$ cat src/rtl/apb_des_pkg.sv
// Shared types and constants for the DES block APB requester.
package apb_des_pkg;

    typedef enum logic [1:0] {
        IDLE   = 2'd0,
        SETUP  = 2'd1,
        ACCESS = 2'd2,
        DONE   = 2'd3
    } state_t;

    localparam logic [3:0] ADDR_LO = 4'h0;
    localparam logic [3:0] ADDR_HI = 4'h1;

    typedef logic [63:0] block_t;

endpackage

$ cat src/rtl/apb_wait_timer.sv
// Loadable down-counter bounding ACCESS-phase wait states; expire_c flags the last allowed wait cycle.
module apb_wait_timer #(
    parameter int unsigned TIMEOUT = 16
) (
    input  logic PCLK,
    input  logic PRESETn,
    input  logic load,
    input  logic tick,
    output logic expire_c
);

    localparam int unsigned CW = $clog2(TIMEOUT + 1);

    logic [CW-1:0] cnt;

    always_ff @(posedge PCLK or negedge PRESETn) begin
        if (!PRESETn) begin
            cnt <= '0;
        end else if (load) begin
            cnt <= CW'(TIMEOUT);
        end else if (tick && (cnt != '0)) begin
            cnt <= cnt - CW'(1);
        end
    end

    // Expires on the TIMEOUT-th consecutive not-ready ACCESS cycle.
    assign expire_c = tick && (cnt == CW'(1));

endmodule

$ cat src/rtl/apb_des_block_master.sv
// APB3 requester moving one 64-bit DES block as two 32-bit transfers (low word first).
// Optional write read-back check enabled by defining APB_DES_MASTER_VERIFY_EN.
module apb_des_block_master
    import apb_des_pkg::*;
#(
    parameter int unsigned TIMEOUT   = 16,
    parameter logic [11:0] BASE_ADDR = 12'h000
) (
    input  logic        PCLK,
    input  logic        PRESETn,
    input  logic        start,
    input  logic        wr,
    input  block_t      wdata,
    output block_t      rdata,
    output logic        busy,
    output logic        done,
    output logic        err,
    output logic        timeout,
    output logic        PSEL,
    output logic        PENABLE,
    output logic        PWRITE,
    output logic [11:0] PADDR,
    output logic [31:0] PWDATA,
    input  logic [31:0] PRDATA,
    input  logic        PREADY,
    input  logic        PSLVERR
);

    localparam logic [11:0] ADDR_W0 = {BASE_ADDR[11:4], ADDR_LO};
    localparam logic [11:0] ADDR_W1 = {BASE_ADDR[11:4], ADDR_HI};

    state_t      state;
    logic        widx;
    logic [31:0] wdata_hi;
    logic        expire_c;
    logic        xfer_ok_c;
    logic        slverr_c;
    logic        more_c;
    logic        end_c;

`ifdef APB_DES_MASTER_VERIFY_EN
    block_t      wdata_q;
    logic        vphase;
    logic        miscmp_c;

    assign wdata_hi = wdata_q[63:32];
    // A finished write phase is followed by the read-back phase.
    assign more_c   = !widx || PWRITE;
    assign miscmp_c = vphase && (PRDATA != (widx ? wdata_q[63:32] : wdata_q[31:0]));
`else
    logic [31:0] wdata_q;

    assign wdata_hi = wdata_q;
    assign more_c   = !widx;
`endif

    assign xfer_ok_c = (state == ACCESS) && PREADY && !PSLVERR;
    assign slverr_c  = (state == ACCESS) && PREADY && PSLVERR;
    assign end_c     = slverr_c || expire_c || (xfer_ok_c && !more_c);

    apb_wait_timer #(
        .TIMEOUT (TIMEOUT)
    ) u_wait_timer (
        .PCLK     (PCLK),
        .PRESETn  (PRESETn),
        .load     (state == SETUP),
        .tick     ((state == ACCESS) && !PREADY),
        .expire_c (expire_c)
    );

    always_ff @(posedge PCLK or negedge PRESETn) begin
        if (!PRESETn) begin
            state   <= IDLE;
            widx    <= 1'b0;
            wdata_q <= '0;
            rdata   <= '0;
            busy    <= 1'b0;
            done    <= 1'b0;
            err     <= 1'b0;
            timeout <= 1'b0;
            PSEL    <= 1'b0;
            PENABLE <= 1'b0;
            PWRITE  <= 1'b0;
            PADDR   <= '0;
            PWDATA  <= '0;
`ifdef APB_DES_MASTER_VERIFY_EN
            vphase  <= 1'b0;
`endif
        end else begin
            done <= 1'b0;
            case (state)
                IDLE: begin
                    if (start) begin
`ifdef APB_DES_MASTER_VERIFY_EN
                        wdata_q <= wdata;
                        vphase  <= 1'b0;
`else
                        wdata_q <= wdata[63:32];
`endif
                        widx    <= 1'b0;
                        err     <= 1'b0;
                        timeout <= 1'b0;
                        busy    <= 1'b1;
                        PSEL    <= 1'b1;
                        PENABLE <= 1'b0;
                        PWRITE  <= wr;
                        PADDR   <= ADDR_W0;
                        PWDATA  <= wr ? wdata[31:0] : 32'h0;
                        state   <= SETUP;
                    end
                end
                SETUP: begin
                    PENABLE <= 1'b1;
                    state   <= ACCESS;
                end
                ACCESS: begin
                    if (xfer_ok_c && !PWRITE) begin
                        if (widx) rdata[63:32] <= PRDATA;
                        else      rdata[31:0]  <= PRDATA;
                    end
`ifdef APB_DES_MASTER_VERIFY_EN
                    if (xfer_ok_c && miscmp_c) err <= 1'b1;
`endif
                    if (slverr_c || expire_c) err     <= 1'b1;
                    if (expire_c)             timeout <= 1'b1;

                    if (end_c) begin
                        state   <= DONE;
                        busy    <= 1'b0;
                        done    <= 1'b1;
                        PSEL    <= 1'b0;
                        PENABLE <= 1'b0;
                        PWRITE  <= 1'b0;
                        PADDR   <= '0;
                        PWDATA  <= '0;
                    end else if (xfer_ok_c) begin
                        // Back-to-back: PSEL stays high, next SETUP follows directly.
                        PENABLE <= 1'b0;
                        state   <= SETUP;
                        if (!widx) begin
                            widx   <= 1'b1;
                            PADDR  <= ADDR_W1;
                            PWDATA <= PWRITE ? wdata_hi : 32'h0;
                        end
`ifdef APB_DES_MASTER_VERIFY_EN
                        else begin
                            widx   <= 1'b0;
                            vphase <= 1'b1;
                            PWRITE <= 1'b0;
                            PADDR  <= ADDR_W0;
                            PWDATA <= 32'h0;
                        end
`endif
                    end
                end
                DONE:    state <= IDLE;
                default: state <= IDLE;
            endcase
        end
    end

endmodule
$ cat config.mk
export PLATFORM = sky130hd
export DESIGN_NAME = apb_des_block_master
export DESIGN_NICKNAME = d
export VERILOG_FILES = /design/src/rtl/apb_des_pkg.sv /design/src/rtl/apb_wait_timer.sv /design/src/rtl/apb_des_block_master.sv
export SDC_FILE = /design/constraint.sdc
export NUM_CORES = 1
export LEC_CHECK = 0
export ABC_AREA = 1
export BUFFER_PORTS_ARGS = -buffer_cell sky130_fd_sc_hd__buf_2
export CAP_MARGIN = 20
export CORE_ASPECT_RATIO = 0.7
export CORE_MARGIN = 3
export CORE_UTILIZATION = 54
export CTS_CLUSTER_SIZE = 30
export DETAILED_ROUTE_END_ITERATION = 10
export PLACE_DENSITY_LB_ADDON = 0.15
export SLEW_MARGIN = 30
export SYNTH_ARGS = -nofsm -noshare
export SYNTH_HDL_FRONTEND = slang
export SYNTH_SLANG_ARGS = --single-unit
$ cat constraint.sdc
create_clock -name PCLK -period 3.8 [get_ports PCLK]
set_clock_uncertainty 0.15 [all_clocks]
set_input_delay 0.76 -clock PCLK [delete_from_list [all_inputs] [get_ports PCLK]]
set_output_delay 0.76 -clock PCLK [all_outputs]
set_load 0.005 [all_outputs]
=== Yosys cells after proc, flatten, opt, wreduce, memory -nomap -nowiden ===
Index checks and enable logic that the tools add are counted.

* Latch bits: 0
* Output and inout bits: 115
* Bits in registers: 154
* Memories: 0
* Logic and storage cells: 92
* Bits of input ports: 102
* Bits in writable memories: 0
* Bits in read-only memories: 0

* Div/mod/pow operators: 0
* $add $sub $neg: 1
* Equality and inequality tests: 12
* $mul: 0
* Reduce and logical (&&, ||, !) cells: 28
* Magnitude comparators: 0
* Bitwise logic cells: 1
* Muxes and demuxes: 36
* Shift-type cells: 0

{| class="wikitable"
|+ Operators by type and width
! operator !! count
|-
| two-way mux 32 bit || 6
|-
| one-hot mux 32 bit (2 select lines) || 1
|-
| two-way mux 12 bit || 4
|-
| one-hot mux 12 bit (2 select lines) || 1
|-
| AND reduction 3 bit || 6
|-
| two-way mux 1 bit || 12
|-
| two-way mux 5 bit || 2
|-
| inequality test 2 bit, second input constant || 5
|-
| one-hot mux 1 bit (2 select lines) || 5
|-
| logical AND 1 bit || 8
|-
| one-hot mux 2 bit (4 select lines) || 1
|-
| AND reduction 4 bit || 2
|-
| two-way mux 2 bit || 3
|-
| inequality test 3 bit, second input constant || 2
|-
| equality test 5 x 1 -> 1 bit, second input constant || 1
|-
| nonzero test 5 bit || 1
|-
| subtractor 5 x 1 -> 5 bit, second input constant || 1
|-
| equality test 2 bit, second input constant || 2
|-
| AND reduction 2 bit || 2
|-
| nonzero test 2 bit || 2
|-
| logical NOT 1 bit || 3
|-
| one-hot mux 1 bit (3 select lines) || 1
|-
| nonzero test 3 bit || 1
|-
| equality test 2 x 1 -> 1 bit, second input constant || 1
|-
| other kinds (4) || 5
|}

=== Depth between registers and ports, before layout ===
Gate-level depths: netlist of the first run.

* Depth after elaboration: 7
* Mapped depth: 12
* Depth with buffers taken out: 11

=== Cells and area by module ===
A second synthesis of the first run with hierarchy kept.

* Cell total of the unflattened synthesis: 751
* Area, all modules: 6542.5 um^2

{| class="wikitable"
|+ Modules (own cells, without submodules)
! module !! area an instance (um^2) !! times used !! sequential area each (um^2) !! cells each
|-
| apb_des_block_master || 6221.0 || 1 || 3453.3 || 712
|-
| apb_wait_timer || 321.6 || 1 || 125.1 || 39
|}

=== Worst setup path after synthesis of the first run ===
Ideal clock, no wire load.

* Path kind: input to register
* Start: input PREADY
* End: register rdata[20]
* Stages: 5
* Setup slack: 2.014 ns
* Required time: 3.523 ns
* Data arrival time: 1.508 ns
* Path buffers: 1
* Library setup time: 0.127 ns
* Path through: nand3_2 -> nor2_4 -> nand2_2 -> buf_6 -> mux2_1

* Cells in the longest elaborated chain, start to end: 4

{| class="wikitable"
|+ RTL lines
! item !! line !! source
|-
| from (decl) || apb_des_block_master.sv:25 || <nowiki>input logic PREADY,</nowiki>
|-
| logical AND 1 bit (2 in series) || apb_des_block_master.sv:57 || <nowiki>assign xfer_ok_c = (state == ACCESS) && PREADY && !PSLVERR;</nowiki>
|-
| logical AND 1 bit || apb_des_block_master.sv:117 || <nowiki>if (xfer_ok_c && !PWRITE) begin</nowiki>
|-
| AND reduction 3 bit (no line) || -- ||
|-
| to (signal assigned) || apb_des_block_master.sv:76 || <nowiki>rdata <= '0;</nowiki>
|-
| to (signal assigned) || apb_des_block_master.sv:119 || <nowiki>else rdata[31:0] <= PRDATA;</nowiki>
|-
| to (decl) || apb_des_block_master.sv:14 || <nowiki>output block_t rdata,</nowiki>
|}

No other way between the ends.
A chain may end at the register's enable or synchronous reset.

=== Final worst setup path of the first run ===
* Start: register state[1]
* End: register widx

* Cells in the longest elaborated chain, start to end: 7
* Elaborated cells between the ends (all ways): 16
* Classes of those cells: 4 x eq/ne; 1 x mux; 11 x reduce/logical

{| class="wikitable"
|+ RTL lines
! item !! line !! source
|-
| from (decl) || apb_des_block_master.sv:32 || <nowiki>state_t state;</nowiki>
|-
| from (signal assigned) || apb_des_block_master.sv:73 || <nowiki>state <= IDLE;</nowiki>
|-
| from (signal assigned) || apb_des_block_master.sv:109 || <nowiki>state <= SETUP;</nowiki>
|-
| from (signal assigned) || apb_des_block_master.sv:114 || <nowiki>state <= ACCESS;</nowiki>
|-
| equality test 2 bit || -- ||
|-
| logical AND 1 bit (on tied branches) || apb_des_block_master.sv:57, apb_des_block_master.sv:58, apb_des_block_master.sv:67 ||
|-
| logical AND 1 bit (on tied branches) || apb_des_block_master.sv:58, apb_des_block_master.sv:57, apb_wait_timer.sv:27 ||
|-
| logical OR 1 bit or logical AND 1 bit (tied branches) || apb_des_block_master.sv:59 || <nowiki>assign end_c = slverr_c || expire_c || (xfer_ok_c && !more_c);</nowiki>
|-
| logical OR 1 bit || apb_des_block_master.sv:59 ||
|-
| inequality test 2 bit (no line) || -- ||
|-
| AND reduction 4 bit (no line) || -- ||
|-
| to (signal assigned) || apb_des_block_master.sv:74 || <nowiki>widx <= 1'b0;</nowiki>
|-
| to (signal assigned) || apb_des_block_master.sv:100 || <nowiki>widx <= 1'b0;</nowiki>
|-
| to (signal assigned) || apb_des_block_master.sv:141 || <nowiki>widx <= 1'b1;</nowiki>
|-
| to (decl) || apb_des_block_master.sv:33 || <nowiki>logic widx;</nowiki>
|}

Several ways; a longest one is shown, not always the timed one.

==> results of run 1 <==
[metal layers]
metal / wire length [um] / GRT usage / vias to the layer above
met5: 8 / 0 / -
met4: 265 / 0.09063 / 2
met3: 1412 / 0.07453 / 24
met2: 8109 / 0.4073 / 209
met1: 7302 / 0.3581 / 2694
li1: - / - / 2701
[cell usage in the layout (no fill, tap or decap), drive strengths merged, types with 11 or more instances in the layout]
cell	instances
clkbuf	17
inv	48
nand2	370
nand4	32
conb	11
mux2	32
o21ai	38
buf	213
nor2	17
dfrtp	143
[state kept, by name (all words and copies together), names as in the netlist]
| register | count |
|---|---|
| PWRITE | 1 |
| PSEL | 1 |
| u_wait_timer.cnt | 5 |
| rdata | 64 |
| PENABLE | 1 |
| timeout | 1 |
| state | 2 |
| PADDR | 1 |
| err | 1 |
| done | 1 |
| PWDATA | 32 |
| wdata_hi | 32 |
| widx | 1 |
[stage by stage]
stage                     hold WS (ps)  std cells  setup WS, ps  cell area (sq um)
after detailed placement         311.8       1072          1023               7432
after global placement           311.1       1072          1037               7432
final                            265.7       1104          1015               8044
after floorplan                  298.7        760          2014               6485
after global routing             339.8       1104         745.7               8044
after CTS                        315.2       1104          1049               8044
[worst paths after layout]
kind / start / depth (start not counted) / endpoint
max in group asynchronous: PRESETn / 2 / rdata[60]
min in group PCLK: rdata[43] / 2 / rdata[43]
worst min register to register: rdata[43] / 2 / rdata[43]
worst max register to register: state[1] / 6 / widx
worst max-delay path: state[1] / 6 / widx
worst min-delay path: PRESETn / 1 / rdata[39]
[power by group]
group	total, mW	switching (mW)	internal, mW
Combinational	2.22	1.32	0.902
Sequential	2.64	0.419	2.22
Clock	1.71	0.671	1.04
Total	6.58	2.41	4.17
[kinds of logic after synthesis]
kind of cell / synth area share
XOR/XNOR: 0.001359
AO/OA/AOI/OAI: 0.03610
multiplexers: 0.05589
other: 0.0005816
adder cells (fa/ha/maj): 0.005822
flip-flops: 0.5550
buffers and inverters: 0.07918
AND/OR/NAND/NOR: 0.2661
[area by class of cell]
class | instances | area (sq um) | share of cell area
clock buffer | 17 | 425.4 | 0.05289
clock inverter | 15 | 186.4 | 0.02318
inverter | 46 | 172.7 | 0.02147
multi-input combinational | 517 | 2396 | 0.2979
sequential | 143 | 3580 | 0.4450
tap | 153 | 191.4 | 0.02380
timing repair buffer | 213 | 1092 | 0.1358
==> reports/metrics.yaml, run 1 <==
status: "finished clean"
drive_gt1_frac: 0.3028
hpwl_mm: 11.72
synth.area.top_cells: "dfrtp_1 (56%), nand2_1 (21%), mux2_2 (5.2%)"
criticalPathCategory: "flip-flop to flip-flop"
relSlewSlack: 0.3831
synth_edf_count: 0
setup_viol: 0
clkTransAtPathRegs_ps: 60
antenna_found_initial: 1
ys_types: 29
synth_seq_cells: 143
via_count: 5630
yosysMostFrequentCell: "nand2_1"
cp.arrival_ps: 2930
powerDensity_nw_per_um2: 817.8
grt_pass1_wl_mm: 27.77
startpoint_type: "flip-flop"
yosysTopAreaCell: "dfrtp_1"
gp_congestion: 0.8815
die_area_sq_um: 13310
ios: 217
maxCapViolCount: 0
core_sq_um: 11330
tightest_slew_ps: 919.7
clock-sinks: 143
synth_common_cells: "nand2_1 (368), dfrtp_1 (143), inv_1 (41), nand4_1 (32), mux2_2 (30)"
dr.first_iter.drc_count: 415
syn_inst: 750
crit_buf_inv: 2
fin_crit_sh: 0.7328
rsz0062_at_grt: "no"
max_stage_delay_ps: 820
die_height_um: 97.42
required_ps: 3940
p_leak_nw: 4.790
setup-tns-final_ps: 0
fmax_mhz: 359.1
die_w_um: 136.6
grt_start_max_net_pins: 96
grt_pass1_vias: 5627
postLayoutCoreUtil: 0.7099
worstSetupEndpointType: "flip-flop"
yosysTopAreaCellShare: 0.5550
htree_levels: 4
hold_class: "input pin to async pin"
routed_wl_mm: 17.10
routed_via_density: 5.100
hold_viol: 0
nNetsFinal: 1043
clock_path_buffers: 2
ant_nets: 0
period_needed_ps: 2785
cts_setup_buffers: 0
worstPathCellList: "nand2_1, inv_2, o21ai_4, inv_2, nand3_1, nand2_1"
cts_tree: "yes"
insertion_delay_ps: 410
route.detailed.drc: 0
initial_utilization: 0.5690
rows: 32
path_max_fanout: 35
final.fill_count: 917
cts.hold.buffers_added: 0
avgSynthCellArea_sq_um: 8.597
ys.flop_type: "dfrtp_1"
cts_resized: 0
portBuffers: 205
n_antenna_cell: 0
r2r_setup_slack_ps: 1020
first_pass_iters: 5
area_growth_pct: 24.76
overflow: 0
crit_family: "compound AO/OA/AOI/OAI gates"
p_total_mw: 6.578
peakVddDrop_mv: 0.4402
wire_per_inst_um: 15.49
grt_usage: 0.2634
synth-seq-area-share: 0.5550
netlist_area_sq_um: 6447
numCtsBuffers: 17
worst_path_max_delay_cell: "o21ai_4"
cts-root-buf: "clkbuf_16"
async_flop_share: 1.000
maxSlewViolCount: 0
ys_warn_count: 0
Note: power is estimated with default switching activity, not from simulation.
==> inputs of run 2 (changes only) <==
Settings changed: CORE_UTILIZATION 54 to 51.
Clock period 3.8 ns to 2.6 ns, I/O delays scaled along.
==> run 2 against run 1 <==
Effect of this change:
- clock power rose by 52%
- hold slack got worse by 120 ps
- via count fell by 1.9%
- setup slack got worse by 660 ps
- global-route usage fell by 2.3 points
- first-iteration DRC count fell by 24%
- critical path type is now flip-flop to output pin
==> reports/metrics.yaml, run 2 (same netlist as run 1, synthesis figures left out) <==
top_register: "rdata"
cts_tree: "yes"
via_count: 5525  # -1.9%
wire_per_inst_um: 14.83  # -4.2%
route.detailed.drc: 0  # unchanged
status: "finished clean"
first_pass_iters: 5  # unchanged
worst_slack_ps: 351.6  # -663.7 ps
htree_levels: 4  # unchanged
top_usage_layer: "met2"
holdWs_ps: 148.9  # -116.8 ps
n_antenna_cell: 0  # unchanged
worstSetupEndpointType: "output pin"
worst_path_max_delay_cell: "buf_4"
final_cell_mix: "nand2_1 (368), buf_2 (204), dfrtp_1 (142)"
powerDensity_nw_per_um2: 1193  # +46%
gp_congestion: 0.8152  # -7.5%
final_common_cell: "nand2_1"
min_path_cells: 3
setup-tns-final_ps: 0  # unchanged
overflow: 0  # unchanged
grt_start_max_net_pins: 68  # -29%
clock_path_buffers: 2  # unchanged
routed_via_density: 4.969  # -2.6%
max_stage_delay_ps: 580  # -240 ps
nNetsFinal: 1047  # +0.38%
tightest_slew_ps: 772.9  # -146.8 ps
routed_wl_mm: 16.49  # -3.6%
relSlewSlack: 0.4829  # +0.09985
p_leak_nw: 4.847  # +1.2%
crit_buf_inv: 2  # unchanged
maxCapViolCount: 0  # unchanged
portBuffers: 205  # unchanged
rows: 33  # +3.1%
ant_nets: 0  # unchanged
cts_resized: 0  # unchanged
clock-sinks: 143  # unchanged
hold_class: "input pin to flip-flop"
worstRegToRegCells: 11  # +5
met2_usage: 0.3912  # -0.01609
fmax_mhz: 444.8
setup_viol: 0  # unchanged
cp.arrival_ps: 1580  # -1350 ps
required_ps: 1930  # -2010 ps
insertion_delay_ps: 410  # about the same
clkTransAtPathRegs_ps: 60  # about the same
core_sq_um: 12020  # +6.0%
worstPathCellList: "buf_4, buf_2"
hpwl_mm: 11.55  # -1.5%
initial_utilization: 0.5366  # -0.03241
area_growth_pct: 26.14
grtUsageMet1: 0.3269  # -0.03117
grt_usage: 0.2408  # -0.02260
grt_pass1_vias: 5562  # -1.2%
grt_pass1_wl_mm: 27.24  # -1.9%
die_w_um: 140.4  # +2.8%
peakVddDrop_mv: 0.6136  # +39%
ios: 217  # unchanged
die_height_um: 100.1  # +2.7%
grtUsageMet3: 0.06190  # -0.01263
cp.depth: 2  # -4
dp_slack_ps: 418.1  # -604.9 ps
drive_gt1_frac: 0.3047  # +0.001873
startpoint_type: "flip-flop"
largest_reg_flops: 64  # unchanged
maxSlewViolCount: 0  # unchanged
numCtsBuffers: 17  # unchanged
hold_viol: 0  # unchanged
path_max_fanout: 67  # +91%
crit_family: "buffers and inverters"
rsz0062_at_grt: "no"
cts-root-buf: "clkbuf_16"
period_needed_ps: 2248
fin_crit_sh: 0.8648
criticalPathCategory: "flip-flop to output pin"
antenna_found_initial: 1  # unchanged
die_area_sq_um: 14050  # +5.6%
dr.first_iter.drc_count: 316  # -24%
[run 2: changes by cell type in the layout (fill, tap and decap cells not counted)]
cell	delta
inv_1	+1
clkinv_4	+1
nor2_2	-1
buf_12	+2
nor2_4	+1
buf_4	+1
clkinv_1	-1
clkinvlp_4	-3
bufinv_16	+1
clkinv_2	+1
dlygate4sd3_1	+1
[run 2: repair_timing]
| item | 4_1_cts | 5_1_grt |
|---|---|---|
| buffers inserted | 0 | 0 |
| hold buffers | 1 | 0 |
| endpoints found under the hold margin | 54 | 0 |
[run 2: metrics by stage]
step                      cells  instance area [sq um]  utilization  power, mW
after floorplan             760                   6485            -      5.786
after global placement     1079                   7485       0.6229      6.991
after detailed placement   1079                   7490       0.6233      7.129
after CTS                  1112                   8133       0.6769      9.784
after global routing       1112                   8133       0.6769      10.40
final                      1112                   8133       0.6769      9.700
[run 2: layout make-up]
| class | instances | area (sq um) |
|---|---|---|
| clock inverter | 15 | 207.7 |
| inverter | 46 | 172.7 |
| fill | 959 | 3882 |
| sequential | 143 | 3580 |
| tap | 157 | 196.4 |
| timing repair buffer | 217 | 1150 |
| clock buffer | 17 | 425.4 |
| multi-input combinational | 517 | 2401 |
[run 2: path summary, 6_finish.rpt]
kind                                     start            to  slack, ps
max                                     PWRITE        PWRITE        350
min                                  wdata[53]  wdata_hi[21]        150
max reg2reg                u_wait_timer.cnt[1]        PWRITE        380
min reg2reg                          rdata[49]     rdata[49]        320
max in group asynchronous              PRESETn        PWRITE       1140
min in group asynchronous              PRESETn     rdata[39]        500
[run 2: routing by layer]
layer	vias to the layer above	part of all wire
li1	2704	-
met1	2613	0.44
met2	188	0.48
met3	18	0.071
met4	2	0.011
met5	-	0.00042
[run 2: tightest hold or removal path, cell delays in order]
cell and delay, ps:
buf_2 70, nand2_1 40, nand2_1 40
[run 2: power by group]
part	switching, mW	internal [mW]
sequential	0.552	3.25
clock	0.985	1.62
combinational	1.95	1.35
==> inputs of run 3 (changes only) <==
Settings changed: PLACE_DENSITY_LB_ADDON 0.15 to 0.12.
==> run 3 against run 2 <==
Effect of this change:
- setup slack got worse by 57 ps
- power fell by 2.1%
- clock power fell by 10%
- flip-flop and latch count did not move
- via count rose by 1.7%
- non-clock buffer count rose by 2
- utilization fell by 0.37 points
- highest routed layer unchanged
==> reports/metrics.yaml, run 3 (same netlist as run 1, synthesis figures left out) <==
grt_usage: 0.2455  # +0.004735
wire_per_inst_um: 14.99  # +1.1%
nNetsFinal: 1049  # +0.19%
worstRegToRegCells: 9  # -2
maxCapViolCount: 0  # unchanged
cts_tree: "yes"
routed_via_density: 5.044  # +1.5%
ios: 217  # unchanged
die_w_um: 140.4  # unchanged
critPathCapture: "widx"
dr.first_iter.drc_count: 318  # +0.63%
postLayoutCoreUtil: 0.6731  # -0.003749
tightest_slew_ps: 736.0  # -36.84 ps
area_growth_pct: 25.44
drive_gt1_frac: 0.3062  # +0.001453
fmax_mhz: 433.7  # -2.5%
required_ps: 2730  # +800 ps
startpoint_type: "flip-flop"
core_sq_um: 12020  # unchanged
setup-tns-final_ps: 0  # unchanged
timing.rr.end: "widx"
routed_wl_mm: 16.70  # +1.2%
clock_path_buffers: 2  # unchanged
top_register: "rdata"
maxSlewViolCount: 0  # unchanged
via_count: 5619  # +1.7%
hpwl_mm: 11.68  # +1.2%
ant_nets: 0  # unchanged
hold_viol: 0  # unchanged
clkTransAtPathRegs_ps: 70  # about the same
setup_viol: 0  # unchanged
rows: 33  # unchanged
numCtsBuffers: 17  # unchanged
insertion_delay_ps: 410  # about the same
fin_crit_sh: 0.8868  # +0.02206
relSlewSlack: 0.5081  # +0.02522
portBuffers: 205  # unchanged
status: "finished clean"
clock-sinks: 143  # unchanged
p_leak_nw: 4.812  # -0.71%
hold_class: "input pin to flip-flop"
route.detailed.drc: 0  # unchanged
worstSetupEndpointType: "flip-flop"
first_pass_iters: 5  # unchanged
antenna_found_initial: 3  # +2
rr_startpoint: "u_wait_timer.cnt[0]"
grt_start_max_net_pins: 63  # -7.4%
cp.arrival_ps: 2440  # +860 ps
cts-root-buf: "clkbuf_16"
cts_resized: 0  # unchanged
period_needed_ps: 2306  # +57.35 ps
final_common_cell: "nand2_1"
path_max_fanout: 33  # -51%
initial_utilization: 0.5366  # unchanged
n_antenna_cell: 0  # unchanged
cp-startpoint: "u_wait_timer.cnt[0]"
r2r_setup_slack_ps: 290  # -90 ps
rsz0062_at_grt: "no"
peakVddDrop_mv: 0.6270  # +2.2%
overflow: 0  # unchanged
htree_levels: 4  # unchanged
criticalPathCategory: "flip-flop to flip-flop"
grt_pass1_wl_mm: 27.70  # +1.7%
largest_reg_flops: 64  # unchanged
final.fill_count: 986  # +2.8%
gp_congestion: 0.8445  # +3.6%
powerDensity_nw_per_um2: 1174  # -1.6%
grt_pass1_vias: 5598  # +0.65%
die_area_sq_um: 14050  # unchanged
final_cell_mix: "nand2_1 (368), buf_2 (204), dfrtp_1 (142)"
die_height_um: 100.1  # unchanged
==> run 3: changes by cell type in the layout (fill, tap and decap cells not counted) <==
cell / before / now
clkinv_2: 2 / 1
clkinv_4: 5 / 4
clkbuf_8: 0 / 1
clkinvlp_4: 1 / 5
buf_4: 9 / 11
bufinv_16: 4 / 1
==> run 3: area by class of cell <==
cell class	count	area, sq um	area share
Inverter	46	172.7	0.02135
Clock inverter	14	133.9	0.01655
Tap cell	157	196.4	0.02429
Timing Repair Buffer	219	1165	0.1440
Multi-Input combinational cell	517	2401	0.2969
Clock buffer	18	439.2	0.05430
Sequential cell	143	3580	0.4426
==> run 3: stage by stage <==
| stage | setup slack, ps | power, mW | instance area (sq um) | hold WS, ps | std cells |
|---|---|---|---|---|---|
| after floorplan | 991.6 | 5.786 | 6485 | 74.41 | 760 |
| after global placement | 78.15 | 7.035 | 7500 | 309.5 | 1081 |
| after detailed placement | 358.9 | 7.186 | 7505 | 309.4 | 1081 |
| after CTS | 324.5 | 9.561 | 8088 | 140.8 | 1114 |
| after global routing | 88.53 | 10.21 | 8088 | 152.0 | 1114 |
| final | 294.3 | 9.491 | 8088 | 149.8 | 1114 |
==> run 3: worst min path at each step <==
stage / startpoint / to / slack [ps] / depth (start not counted)
6_report: wdata[49] / wdata_hi[17] / 150 / 3
5_1_grt: wdata[33] / wdata_hi[1] / 150 / 3
4_1_cts: wdata[49] / wdata_hi[17] / 140 / 3
3_5_place_dp: PWDATA[30] / PWDATA[30] / 310 / 2
3_3_place_gp: PWDATA[7] / PWDATA[7] / 310 / 2
2_1_floorplan: PRESETn / PADDR[0] / 70 / 0
==> run 3: power breakdown <==
| part | switching [mW] | leakage, nW | internal (mW) | total [mW] |
|---|---|---|---|---|
| registers | 0.589 | 1.82 | 3.25 | 3.84 |
| logic | 1.94 | 2.73 | 1.37 | 3.31 |
| clock network | 0.987 | 0.266 | 1.35 | 2.34 |
==> run 3: what timing repair did <==
| action | in CTS | in global routing |
|---|---|---|
| endpoints found under the hold margin | 47 | 0 |
| setup buffers | 0 | 0 |
| endpoints found under the setup margin | 0 | 0 |
| hold buffers | 1 | 0 |
==> run 3: metal layers <==
| layer | part of all wire | up-vias | wire (um) | GRT usage |
|---|---|---|---|---|
| li1 | - | 2713 | - | - |
| met1 | 0.45 | 2686 | 7509 | 0.3370 |
| met2 | 0.46 | 190 | 7735 | 0.3886 |
| met3 | 0.072 | 24 | 1206 | 0.06810 |
| met4 | 0.012 | 6 | 208 | 0.06925 |
| met5 | 0.0022 | - | 37 | 0 |
==> run 3: worst max-delay path: stages (launching register included) <==
cell,delay (ps)
dfrtp_1,420
ha_1,220
inv_1,50
nor2_1,30
nand2_1,100
nor2_1,90
nor2_4,570
nand2_1,230
o21ai_0,230
nand2_1,70
